$ cat config.mk
export PLATFORM = sky130hd
export DESIGN_NAME = drive_actuator_ramp
export DESIGN_NICKNAME = d
export VERILOG_FILES = /design/src/rtl/drive_actuator_ramp.sv
export SDC_FILE = /design/constraint.sdc
export NUM_CORES = 1
export LEC_CHECK = 0
export ABC_AREA = 1
export CAP_MARGIN = 20
export CORE_UTILIZATION = 40
export CTS_CLUSTER_DIAMETER = 50
export CTS_CLUSTER_SIZE = 8
export DETAILED_ROUTE_END_ITERATION = 6
export PLACE_DENSITY_LB_ADDON = 0.08
export SETUP_SLACK_MARGIN = 0.4
export SYNTH_ARGS = -nofsm -noshare
export SYNTH_HDL_FRONTEND = slang
export SYNTH_SLANG_ARGS = --single-unit
$ cat constraint.sdc
create_clock -name clk -period 3.2 [get_ports clk]
set_clock_uncertainty 0.15 [all_clocks]
set_input_delay 0.64 -clock clk [delete_from_list [all_inputs] [get_ports clk]]
set_output_delay 0.64 -clock clk [all_outputs]
set_load 0.01 [all_outputs]
$ cat src/rtl/drive_actuator_ramp.sv
// drive_actuator_ramp: ramps the motor speed code toward the commanded
// (steering-limited) target, brakes quickly on a stop command, produces a
// 15-slot motor PWM, and only passes steering through at low speed.
// Optional blinkers are enabled by defining DRIVE_ACTUATOR_BLINK_EN.
module drive_actuator_ramp #(
  parameter int unsigned RAMP_TICKS   = 4,
  parameter int unsigned BRAKE_TICKS  = 1,
  parameter int unsigned TURN_MAX_SPD = 2,
  parameter int unsigned BLINK_TICKS  = 8
) (
  input  logic       clk,
  input  logic       reset,
  input  logic [3:0] engine_tgt,
  input  logic [1:0] handle,
  output logic [3:0] speed_cur,
  output logic [1:0] steer,
  output logic       pwm_out,
  output logic [2:0] state,
  output logic       at_target,
  output logic       blink_l,
  output logic       blink_r
);

  typedef enum logic [2:0] {
    ST_IDLE   = 3'b000,
    ST_ACCEL  = 3'b001,
    ST_CRUISE = 3'b010,
    ST_DECEL  = 3'b011,
    ST_BRAKE  = 3'b100
  } state_t;

  localparam int unsigned PER_MAX = (RAMP_TICKS > BRAKE_TICKS) ? RAMP_TICKS : BRAKE_TICKS;
  localparam int unsigned TW      = (PER_MAX > 1) ? $clog2(PER_MAX) : 1;
  localparam logic [TW-1:0] RAMP_LAST  = TW'(RAMP_TICKS - 1);
  localparam logic [TW-1:0] BRAKE_LAST = TW'(BRAKE_TICKS - 1);
  localparam logic [3:0]    TURN_MAX   = 4'(TURN_MAX_SPD);
  localparam logic [3:0]    PWM_LAST   = 4'd14;

  state_t        state_q, state_d;
  logic [TW-1:0] tick_q, tick_d;
  logic [3:0]    speed_q, speed_d;
  logic [1:0]    steer_q, steer_d;
  logic [3:0]    pwm_cnt_q, pwm_cnt_d;
  logic          pwm_q, pwm_d;
  logic [1:0]    handle_n;
  logic [3:0]    eff_tgt;

  // Sanitised handle and the speed target after the turning limit.
  always_comb begin
    handle_n = (handle == 2'b11) ? 2'b00 : handle;
    eff_tgt  = engine_tgt;
    if (handle_n != 2'b00 && engine_tgt > TURN_MAX) begin
      eff_tgt = TURN_MAX;
    end
  end

  // Next state from the registered speed and the live target.
  always_comb begin
    state_d = state_q;
    if (eff_tgt == 4'd0 && speed_q != 4'd0) begin
      state_d = ST_BRAKE;
    end else if (speed_q < eff_tgt) begin
      state_d = ST_ACCEL;
    end else if (speed_q > eff_tgt) begin
      state_d = ST_DECEL;
    end else if (speed_q != 4'd0) begin
      state_d = ST_CRUISE;
    end else begin
      state_d = ST_IDLE;
    end
  end

  // Step timer and speed stepping; a state change restarts the timer and
  // suppresses the step so a reversed ramp always starts with a full period.
  always_comb begin
    tick_d  = tick_q;
    speed_d = speed_q;
    if (state_d != state_q) begin
      tick_d = '0;
    end else begin
      case (state_q)
        ST_ACCEL: begin
          if (tick_q == RAMP_LAST) begin
            tick_d = '0;
            if (speed_q != 4'hF) speed_d = speed_q + 4'd1;
          end else begin
            tick_d = tick_q + 1'b1;
          end
        end
        ST_DECEL: begin
          if (tick_q == RAMP_LAST) begin
            tick_d = '0;
            if (speed_q != 4'd0) speed_d = speed_q - 4'd1;
          end else begin
            tick_d = tick_q + 1'b1;
          end
        end
        ST_BRAKE: begin
          if (tick_q == BRAKE_LAST) begin
            tick_d = '0;
            if (speed_q != 4'd0) speed_d = speed_q - 4'd1;
          end else begin
            tick_d = tick_q + 1'b1;
          end
        end
        default: tick_d = '0;
      endcase
    end
  end

  // Steering gate and PWM comparator.
  always_comb begin
    steer_d   = (speed_q <= TURN_MAX) ? handle_n : 2'b00;
    pwm_cnt_d = (pwm_cnt_q == PWM_LAST) ? 4'd0 : pwm_cnt_q + 4'd1;
    pwm_d     = (pwm_cnt_q < speed_q);
  end

  // Core registers.
  always_ff @(posedge clk) begin
    if (reset) begin
      state_q   <= ST_IDLE;
      tick_q    <= '0;
      speed_q   <= '0;
      steer_q   <= '0;
      pwm_cnt_q <= '0;
      pwm_q     <= 1'b0;
    end else begin
      state_q   <= state_d;
      tick_q    <= tick_d;
      speed_q   <= speed_d;
      steer_q   <= steer_d;
      pwm_cnt_q <= pwm_cnt_d;
      pwm_q     <= pwm_d;
    end
  end

  assign speed_cur = speed_q;
  assign steer     = steer_q;
  assign pwm_out   = pwm_q;
  assign state     = state_q;
  assign at_target = (speed_q == eff_tgt);

`ifdef DRIVE_ACTUATOR_BLINK_EN
  localparam int unsigned BW = (BLINK_TICKS > 1) ? $clog2(BLINK_TICKS) : 1;
  localparam logic [BW-1:0] BLINK_LAST = BW'(BLINK_TICKS - 1);

  logic [BW-1:0] blink_cnt_q, blink_cnt_d;
  logic          blink_l_q, blink_l_d, blink_r_q, blink_r_d;

  // Blinker toggling; a direct left/right swap restarts the phase.
  always_comb begin
    blink_cnt_d = blink_cnt_q;
    blink_l_d   = blink_l_q;
    blink_r_d   = blink_r_q;
    if (steer_q == 2'b00 || (steer_d != steer_q && steer_d != 2'b00)) begin
      blink_cnt_d = '0;
      blink_l_d   = 1'b0;
      blink_r_d   = 1'b0;
    end else if (blink_cnt_q == BLINK_LAST) begin
      blink_cnt_d = '0;
      if (steer_q == 2'b01) begin
        blink_l_d = ~blink_l_q;
        blink_r_d = 1'b0;
      end else begin
        blink_r_d = ~blink_r_q;
        blink_l_d = 1'b0;
      end
    end else begin
      blink_cnt_d = blink_cnt_q + 1'b1;
    end
  end

  // Blinker registers.
  always_ff @(posedge clk) begin
    if (reset) begin
      blink_cnt_q <= '0;
      blink_l_q   <= 1'b0;
      blink_r_q   <= 1'b0;
    end else begin
      blink_cnt_q <= blink_cnt_d;
      blink_l_q   <= blink_l_d;
      blink_r_q   <= blink_r_d;
    end
  end

  assign blink_l = blink_l_q;
  assign blink_r = blink_r_q;
`else
  localparam int unsigned UNUSED_BLINK_TICKS = BLINK_TICKS;
  assign blink_l = 1'b0;
  assign blink_r = 1'b0;
`endif

endmodule

==> results of run 1 <==
==> flip-flops by register name, summed over array words and instances, names as in the netlist <==
signal     cells
steer          2
pwm_cnt_q      4
state          3
pwm_out        1
speed_cur      4
tick_q         2
==> placed cells by master (no fill, tap or decap), types with 2 or more instances in the layout <==
cell and instances:
a21oi_1 5, clkbuf_4 3, clkdlybuf4s15_1 2, dfxtp_1 16
buf_4 9, nor2_1 17, nand3_1 7, a21oi_2 2
dlygate4sd2_1 3, nand3_2 3, nand4_1 3, ha_1 13
nand2_2 9, nand2_1 28, xor2_1 2, clkdlybuf4s50_1 11
conb_1 2, inv_2 8, nand2_4 3, inv_1 18
nor2_4 4, ha_4 3
==> repair_timing <==
| action | 4_1_cts | 5_1_grt |
|---|---|---|
| setup endpoints to repair | 7 | 5 |
| setup buffers | 0 | 2 |
| gates cloned | 0 | 0 |
| pin swaps | 6 | 7 |
| resized for setup | 21 | 9 |
==> power by group <==
part | internal, mW | switching [mW]
clock network | 0.0695 | 0.0768
logic | 0.0920 | 0.109
registers | 0.214 | 0.0176
==> cell type report <==
| cell class | instances | area (um^2) | area share |
|---|---|---|---|
| Multi-Input combinational cell | 116 | 845 | 0.533 |
| Inverter | 26 | 97.6 | 0.0616 |
| Sequential cell | 16 | 320 | 0.202 |
| Timing Repair Buffer | 27 | 248 | 0.156 |
| Tap cell | 31 | 38.8 | 0.0245 |
| Clock buffer | 4 | 36.3 | 0.0229 |
==> layer usage <==
metal,GRT usage,vias to the layer above,routed length (um)
li1,-,563,-
met1,0.200,497,1150
met2,0.321,23,1250
met3,0.0392,11,103
met4,0.111,0,96
met5,0,-,0
==> logic make-up (layout without fill, tap and decap cells) <==
logic type	Yosys count	after routing	synth area share
AO/OA/AOI/OAI	14	14	0.0833
adder cells (fa/ha/maj)	17	17	0.183
AND/OR/NAND/NOR	80	80	0.348
flip-flops	16	16	0.267
other	1	2	0.00312
XOR/XNOR	3	3	0.0219
buffers and inverters	28	57	0.0937
==> worst min-delay path by stage <==
| stage | startpoint | to | slack (ns) |
|---|---|---|---|
| CTS | pwm_cnt_q[0] | pwm_cnt_q[0] | 0.33 |
| global route | pwm_cnt_q[0] | pwm_cnt_q[0] | 0.38 |
| finish | pwm_cnt_q[0] | pwm_cnt_q[0] | 0.32 |
| global placement | pwm_cnt_q[0] | pwm_cnt_q[0] | 0.30 |
| detailed placement | pwm_cnt_q[0] | pwm_cnt_q[0] | 0.31 |
| floorplan | pwm_cnt_q[0] | pwm_cnt_q[0] | 0.28 |
==> worst reg2reg max path, cell delays in order (launching register included) <==
cell and delay (ns):
dfxtp_1 0.52, inv_2 0.10, ha_1 0.29, nand2_1 0.08, nor2_4 0.11, buf_4 0.12
nand2_1 0.10, nand3_2 0.09, nand2_2 0.06, nor2_4 0.15, nand3_4 0.12, nand2_1 0.08
nand2_1 0.05, nor2_1 0.08
==> results.toml, run 1 <==
[status]
status = "finished with violations"
violations = "design-rule violations"

[cts]
clk-insertion-delay-late_ns = 0.31
cts_num_sinks = 16
cts_tree = "yes"
cts-root-buf = "clkbuf_4"
clockBufferDepth = 2
numCtsBuffers = 3
cts_hold_buf = 0
clkSlewWorstSetupHoldPaths_ns = 0.10
htree_num_levels = 1

[timing]
timing.final.crit_period_ns = 2.74
layout_setup_ws_ns = 0.457
fmax_mhz = 365
period_share = 0.857
fin_setup_tns_ns = 0
setup_viol = 0
rsz0062_at_grt = "no"
drv_slew = 0
whs_ns = 0.325
hold_viol = 0

[worst_setup_path]
cp-end-kind = "output pin"
rr_worst_depth = 13
arrival_ns = 1.95
crit_type = "input port to output pin"
cpMaxStageDelayCell = "ha_1"
reg2reg_from = "speed_cur[0]"
path_common_cell = "nand2_2"
crit_required_ns = 2.41
cp_max_fo = 3
slowest_delay_ns = 0.28
crit_family = "adder cells"
cp_cell_sequence = "clkdlybuf4s15_1 -> inv_1 -> ha_1 -> inv_2 -> nand2_2 -> nand2_2 -> ha_4 -> nand2_4 -> nor2_4 -> buf_6"
endpoint = "at_target"
crit_start = "handle[0]"
reg2reg_to = "speed_cur[2]"
regToRegSetupSlack_ns = 1.05
start_kind = "input port"
cp.depth = 10
critPathBufInv = 4

[worst_hold_path]
whs_path_depth = 1
hp-class = "flip-flop to flip-flop"

[power_and_ir_drop]
leakagePower_nw = 0.774
ir_drop_v = 0.000202
power_density_nw_per_um2 = 365
finalPower_uw = 579

[placed_design]
dpl-instance-area_um2 = 1460
gp_congestion = 0.817
io_buffers = 18
dp_hpwl_um = 2030
placed_cells = 214
place_ws_ns = -0.328

[logic_synthesis]
synth_cells = 159
synth_area_um2 = 1200
synth_cell_types = 31
synthTopCellsByCount = "nand2_1 (33), inv_1 (20), nor2_1 (19)"
ys.warnings.count = 0
yosysMostFrequentCell = "nand2_1"
ys_ff_latch = 16
async_flop_share = 0
synthTopCellsByArea = "dfxtp_1 (27%), ha_1 (17%), nand2_1 (10%)"
ys.flop_type = "dfxtp_1"
netlist.area_leader.share = 0.267
avgSynthCellArea_um2 = 7.55
synth-edff-count = 0
synth_seq_area_share = 0.267
yosys.area.top_type = "dfxtp_1"

[drt]
vias_per_cell = 4.97
dr.pass1.iters = 7
wl_per_cell_um = 11.8
drt_iter0_markers = 47
drt-total-wl_um = 2600
vias = 1094
drc_errors = 6
drtAntennaViolNets = 0

[global_routing]
grt_antenna_before_repair = 0
grt_pass1_vias = 1093
grt_pass1_wl_um = 4570
grt_max_degree = 10
grtUsageTotal = 0.183
grt-ovfl-total = 0

[layout]
drive_above_1_share = 0.275
n_fill_cell = 255
fin_area_um2 = 1590
final_nets = 215
utilization = 0.565
area_growth_pct = 32.0
diodes = 0
instances_no_fill = 220

[floorplan]
die_h_um = 56.8
pin_count = 21
initial_core_util = 0.428
core_area_um2 = 2810
die_area_um2 = 3230
placementRows = 19
fp.dieW_um = 56.8

[flow_run]
max_cap_viol_count = 0
Note: power is estimated with default switching activity, not from simulation.
==> inputs of run 2 (changes only) <==
Settings changed: MAX_ROUTING_LAYER from default to met4.
==> run 2 against run 1 <==
The flow still finishes with violations (design-rule violations). Non-clock buffer count stayed put. Maximum frequency unchanged. Sequential share of layout area is the same. Critical path depth stayed put. Die area unchanged. Clock power about the same. Critical path type unchanged.
==> results.toml, run 2 (synthesis results as in run 1) <==
[floorplan]
die_h_um = 56.8
fp.dieW_um = 56.8
pin_count = 21
die_area_um2 = 3230
core_area_um2 = 2810
initial_core_util = 0.428
placementRows = 19

[cts]
clk-insertion-delay-late_ns = 0.30
cts_num_sinks = 16
cts_hold_buf = 0
clkSlewWorstSetupHoldPaths_ns = 0.10
clockBufferDepth = 2
numCtsBuffers = 3
cts_tree = "yes"
htree_num_levels = 1
cts-root-buf = "clkbuf_4"

[drt]
dr.pass1.iters = 7
drtAntennaViolNets = 0
drt_iter0_markers = 47
drt-total-wl_um = 2600
drc_errors = 6
wl_per_cell_um = 11.8
vias = 1093
vias_per_cell = 4.97

[global_routing]
met1_usage = 0.202
grt_antenna_before_repair = 0
grtUsageTotal = 0.188
grt_max_degree = 10
met3_usage = 0.0369
grt_pass1_vias = 1093
grt_pass1_wl_um = 4570
grt-busiest-layer = "met2"
grt-ovfl-total = 0
met2_usage = 0.321

[worst_setup_path]
crit_required_ns = 2.41
cp-end-kind = "output pin"
regToRegSetupSlack_ns = 1.05
critPathBufInv = 4
path_common_cell = "nand2_2"
crit_type = "input port to output pin"
rr_worst_depth = 13
cpMaxStageDelayCell = "ha_1"
start_kind = "input port"
reg2reg_to = "speed_cur[2]"
crit_family = "adder cells"
slowest_delay_ns = 0.28
cp_max_fo = 3
cp_cell_sequence = "clkdlybuf4s15_1 -> inv_1 -> ha_1 -> inv_2 -> nand2_2 -> nand2_2 -> ha_4 -> nand2_4 -> nor2_4 -> buf_6"
arrival_ns = 1.95
reg2reg_from = "speed_cur[0]"

[power_and_ir_drop]
power_density_nw_per_um2 = 365
finalPower_uw = 578
ir_drop_v = 0.000202
leakagePower_nw = 0.774

[status]
status = "finished with violations"
violations = "design-rule violations"

[worst_hold_path]
whs_path_depth = 1
hold_path.startpoint = "pwm_cnt_q[0]"
holdPathEnd = "pwm_cnt_q[0]"
hp-class = "flip-flop to flip-flop"

[layout]
final_common_cell = "nand2_1"
drive_above_1_share = 0.275
n_fill_cell = 255
layout_common_cells = "nand2_1 (28), inv_1 (18), nor2_1 (17), dfxtp_1 (16), ha_1 (13)"
final_nets = 215
diodes = 0
area_growth_pct = 32.0

[timing]
drv_slew = 0
timing.final.crit_period_ns = 2.74
setup_viol = 0
fmax_mhz = 365
rsz0062_at_grt = "no"
whs_ns = 0.324
hold_viol = 0
period_share = 0.857

[placed_design]
gp_congestion = 0.829
dp_hpwl_um = 2030
io_buffers = 18

[flow_run]
max_cap_viol_count = 0
## run 2: cell counts in the layout (fill, tap and decap cells not counted)
No cell type changed its count.
## run 2: layout make-up
| class | instances | area, um^2 | area share |
|---|---|---|---|
| multi-input cells | 116 | 845 | 0.533 |
| repair buffers | 27 | 248 | 0.156 |
| clock buffers | 4 | 36.3 | 0.0229 |
| well taps | 31 | 38.8 | 0.0245 |
| flip-flops and latches | 16 | 320 | 0.202 |
| inverters | 26 | 97.6 | 0.0616 |
## run 2: worst reg2reg max path: cells and delay by family, from the launching register on
| family | cells | cell delay [ns] |
|---|---|---|
| buffers and inverters | 2 | 0.22 |
| AND/OR/NAND/NOR | 10 | 0.92 |
| adder cells (fa/ha/maj) | 1 | 0.29 |
| flip-flops | 1 | 0.52 |
## run 2: how the worst max path moves through the flow
stage,from,to,cells after the start
3_3_place_gp,handle[0],at_target,10
4_1_cts,engine_tgt[2],at_target,9
3_5_place_dp,handle[0],at_target,10
5_1_grt,handle[0],at_target,10
2_1_floorplan,handle[0],speed_cur[1],15
6_report,handle[0],at_target,10
## run 2: power by group
group / internal [mW] / switching, mW
Clock: 0.0695 / 0.0760
Combinational: 0.0920 / 0.109
Sequential: 0.214 / 0.0176
Total: 0.375 / 0.203
## run 2: metrics by stage
| stage | util | TNS, ns | cells | instance area, um^2 | worst slack (ns) |
|---|---|---|---|---|---|
| floorplan | - | 0 | 160 | 1200 | 0.594 |
| global placement | 0.521 | -0.278 | 214 | 1460 | -0.278 |
| CTS | 0.546 | 0 | 218 | 1530 | 0.400 |
| detailed placement | 0.521 | -0.543 | 214 | 1460 | -0.328 |
| finish | 0.565 | 0 | 220 | 1590 | 0.457 |
| global route | 0.565 | 0 | 220 | 1590 | 0.380 |
## run 2: per-layer routing
| layer | wire length [um] | share of wire |
|---|---|---|
| met3 | 96 | 0.037 |
| met1 | 1160 | 0.45 |
| met4 | 95 | 0.037 |
| met5 | 0 | 0 |
| met2 | 1250 | 0.48 |
## run 2: timing repair
| item | CTS | global route |
|---|---|---|
| setup endpoints to repair | 7 | 5 |
| buffers inserted | 0 | 2 |
| gates resized for setup | 21 | 9 |
| pin swaps | 6 | 7 |
